File: src/rtl/right_rot.sv
// 16-bit right-rotate unit: four-stage logarithmic barrel rotator (1/2/4/8).
// Define RR_REG_OUT_EN to add a reset-to-zero output register after stage 3.
module right_rot (
    input  logic        clk,
    input  logic        rst_n,
    input  logic [15:0] RR_In,
    input  logic [3:0]  RR_Amt,
    input  logic        RR_Vld_In,
    output logic [15:0] RR_Out,
    output logic        RR_Vld_Out
);

    // w_stage[s] is the operand after stages 0..s-1; w_stage[4] is fully rotated.
    logic [15:0] w_stage [0:4];

    assign w_stage[0] = RR_In;

    for (genvar s = 0; s < 4; s++) begin : g_stage
        localparam int K = 1 << s;
        // out[i] = in[(i+K) mod 16]: the low K bits wrap into the top.
        assign w_stage[s+1] = RR_Amt[s] ? {w_stage[s][K-1:0], w_stage[s][15:K]}
                                        : w_stage[s];
    end

`ifdef RR_REG_OUT_EN
    logic [15:0] r_out;
    logic        r_vld;

    // NOTE: sequential state uses non-blocking assignments so every flop
    // samples pre-edge values regardless of statement order.
    always_ff @(posedge clk or negedge rst_n) begin
        if (!rst_n) begin
            r_out <= 16'h0000;
            r_vld <= 1'b0;
        end else begin
            r_out <= w_stage[4];
            r_vld <= RR_Vld_In;
        end
    end

    assign RR_Out     = r_out;
    assign RR_Vld_Out = r_vld;
`else
    // Clock and reset are kept on the port list for a uniform footprint.
    logic w_unused;
    assign w_unused   = &{1'b0, clk, rst_n};

    assign RR_Out     = w_stage[4];
    assign RR_Vld_Out = RR_Vld_In;
`endif

endmodule

File: config.mk
export PLATFORM = sky130hd
export DESIGN_NAME = right_rot
export DESIGN_NICKNAME = d
export VERILOG_FILES = /design/src/rtl/right_rot.sv
export SDC_FILE = /design/constraint.sdc
export NUM_CORES = 1
export LEC_CHECK = 0
export ABC_AREA = 1
export ABC_CLOCK_PERIOD_IN_PS = 1460
export CORE_MARGIN = 1.5
export CORE_UTILIZATION = 46
export DETAILED_ROUTE_END_ITERATION = 7
export GPL_ROUTABILITY_DRIVEN = 1
export MAX_ROUTING_LAYER = met4
export PLACE_DENSITY = 0.89
export RECOVER_POWER = 100
export SYNTH_ARGS = -nofsm -noshare
export SYNTH_HDL_FRONTEND = slang
export SYNTH_SLANG_ARGS = --single-unit
File: constraint.sdc
create_clock -name vclk -period 1.46
set_input_delay 0.292 -clock vclk [all_inputs]
set_output_delay 0.292 -clock vclk [all_outputs]
set_load 0.01 [all_outputs]
==> results.toml, run 1 <==
[floorplan]
die_w_um = 49.42
die_h_um = 49.42
num_rows = 16
start_util_pct = 49.50
io_pins = 40

[synthesis]
synth_top_cell_area_share_pct = 32.58
synth.cells.most_frequent = "86 x nand2_1, 44 x nand3_1, 20 x nand3_2"
synthesis.nets = 200
syn-cell-area_um2 = 991.0
synth_cell_types = 12
avgSynthCellArea_um2 = 5.599
ys_seq_area_share_pct = 0
synth_top_cells_by_area = "nand2_1 33%, nand3_1 22%, nand3_2 20%"
ys.warnings.count = 0
yosysMostFrequentCell = "nand2_1"
syn_inst = 177
synth_area_leader_cell = "nand2_1"

[global_route]
grt_max_degree = 17

[place]
dpl_worst_slack_ps = -944.5
post_dp_cell_area_um2 = 1368
routabilityCongestion = 0.9144
io_buffer_count = 36
dp_cells = 236
dp_hpwl_um = 2413

[timing]
worst-ep-kind = "output port"
crit_endpoint = "RR_Out[10]"

[run_status]
stop_error = "[ERROR DPL-0038] Utilization greater than 100%, impossible to legalize"
outcome = "did not finish"
stop_stage = "5_1_grt"

[clock_tree]
cts_hold_buf = 0
cell families after synthesis:
group | after synthesis | synth area share, %
and+or+nand+nor | 160 | 86.36
buffers and inverters | 17 | 13.64
what timing repair did:
action                     in CTS
buffers inserted                5
pin swaps                      30
gates resized for setup       193
cloned                          5
setup endpoints to repair      16
metrics by stage:
step	TNS, ps	hold WS, ps
after floorplan	0	675.8
after global placement	-13860	584.1
after detailed placement	-14290	584.1
after CTS	-400.7	584.1
==> run 2: changes to the inputs <==
Settings changed: CORE_AREA set to 2 2 63 65, CORE_MARGIN 1.5 to unset, CORE_UTILIZATION 46 to unset, DIE_AREA set to 0 0 65 67, MAX_ROUTING_LAYER met4 to unset, PLACE_DENSITY 0.89 to unset, PLACE_DENSITY_LB_ADDON set to 0.15.
==> run 2 against run 1 <==
The flow now finishes, with violations (setup timing). Synthesized cell count is the same. Synthesized area unchanged.
==> results.toml, run 2 <==
[critical_path]
cp_common_cell = "nand2_1"
required_ps = 1170
cp.depth = 8
max_stage_delay_ps = 300
critPathTopFamily = "buffers and inverters"
path_max_fanout = 8
endpoint_kind = "output port"
startpoint_type = "input pin"
cpMaxStageDelayCell = "bufbuf_16"
path_buf_inv = 3
crit_type = "input pin to output port"
critPathArrivalTime_ps = 1300
crit_chain = "buf_4, bufbuf_16, nand3_2, nand3_1, nand2_2, nand2_1, nand2_1, buf_2"

[timing]
final_max_slew_viol_count = 0
hold_viol_final = 0
post-route-period-util_pct = 109.2
layout_setup_ws_ps = -134.9
worst_slew_pin_slew_ps = 291.1
relSlewSlack_pct = 80.60
layout_min_cycle_time_ps = 1595
rsz0062_at_grt = "true"
setup_viol = 16
hold_slack_ps = 584.1
fmax_mhz = 627.0
fin_setup_tns_ps = -1706

[synthesis]
syn_inst = 177
synth_area_leader_cell = "nand2_1"
synth.cells.most_frequent = "86 x nand2_1, 44 x nand3_1, 20 x nand3_2"
syn-cell-area_um2 = 991.0
ys.warnings.count = 0
synth_cell_types = 12
ys_seq_area_share_pct = 0
synth_top_cell_area_share_pct = 32.58
synthesis.nets = 200
avgSynthCellArea_um2 = 5.599
yosysMostFrequentCell = "nand2_1"
synth_top_cells_by_area = "nand2_1 33%, nand3_1 22%, nand3_2 20%"

[power]
combPwrFrac_pct = 100.0
p_sw_share_pct = 56.05
pwr-share-seq_pct = 0
ir_worst_vdd_mv = 0.1497
p_leak_nw = 0.9541
powerDensity_nw_per_um2 = 361.3
p_sw_uw = 380.4
internal_power_uw = 298.2
p_clk_share_pct = 0

[place]
dpl_worst_slack_ps = -905.7
dp_cells = 266
io_buffer_count = 36
routabilityCongestion = 0.8542
dp_hpwl_um = 2754

[floorplan]
core_um2 = 3606
io_pins = 40
die_h_um = 67
start_util_pct = 27.48
num_rows = 22
dieArea_um2 = 4355
die_w_um = 65

[cells_and_area]
multi_input_area_um2 = 1209
clkbuf_count = 0
final_common_cell = "nand2_1"
antenna_cells = 0
seq_cells = 0
mostFrequentLayoutCells = "47 x nand2_1, 39 x nand3_2, 34 x nand2_2"
drive_above_1_share_pct = 62.78
final_cells = 271
final.fill_count = 372
regArea_um2 = 0
nets = 248
area_growth_pct = 89.52

[drt]
first_iter_violations = 37
avgViaCountPerCell = 4.985
remaining_drc_errors = 0
wl_per_cell_um = 14.08
antenna_left = 0
wl_um = 3815
dr.pass1.iters = 4
vias = 1351

[hold_path]
whs_path_depth = 0
hold_class = "input pin to output port"

[run_status]
outcome = "finished, violations left"
violations = "setup timing"

[flow_run]
maxCapViolCount = 0

[global_route]
grt_max_degree = 17
antenna_found_initial = 0
grt-ovfl-total = 0
track_usage_pct = 18.86
grt_pass1_wl_um = 6520
first_global_vias = 1414
## run 2: cell counts after synthesis
Identical to the previous run, type by type.
## run 2: metrics by stage
stage	power [mW]	instance area (um^2)	util (%)
detailed placement	0.5727	1486	41.22
global placement	0.5682	1486	41.22
global route	0.7408	1878	52.08
finish	0.6786	1878	52.08
CTS	0.6328	1785	49.51
floorplan	0.3164	991.0	-
## run 2: final cells by class
class | count | share of cell area (%)
inverter | 4 | 1.999
tap | 48 | 3.198
timing repair inverter | 1 | 0.4664
multi-input combinational | 160 | 64.36
timing repair buffer | 58 | 29.98
## run 2: cells by family (layout without fill, tap and decap cells)
logic type             after synthesis  count (layout)  share of synthesized area (%)
buffers and inverters               17              63                          13.64
and+or+nand+nor                    160             160                          86.36
## run 2: worst paths after layout
check	slack [ps]	from	end
hold / removal	580	RR_Vld_In	RR_Vld_Out
setup / recovery	-130	RR_Amt[1]	RR_Out[5]
## run 2: power by group through the flow
stage                     Clock [mW]  Combinational, mW  Sequential (mW)
after floorplan                    0              0.316                0
after global placement             0              0.568                0
after detailed placement           0              0.573                0
after CTS                          0              0.633                0
after global routing               0              0.741                0
final                              0              0.679                0
## run 2: metal layers
layer | wire [um] | track usage, % | share of wire [%] | vias up
li1 | - | - | - | 675
met1 | 1530 | 23.60 | 40 | 647
met2 | 2099 | 34.92 | 55 | 23
met3 | 103 | 1.014 | 2.7 | 6
met4 | 82 | 4.787 | 2.1 | 0
met5 | 0 | 0 | 0 | -
## run 2: repair_timing
item,in CTS,in global routing
pin swaps,36,24
setup buffers,2,0
gates cloned,3,0
setup endpoints to repair,16,16
gates resized for setup,166,22
hold buffers,0,0
Note: power is estimated with default switching activity, not from simulation.
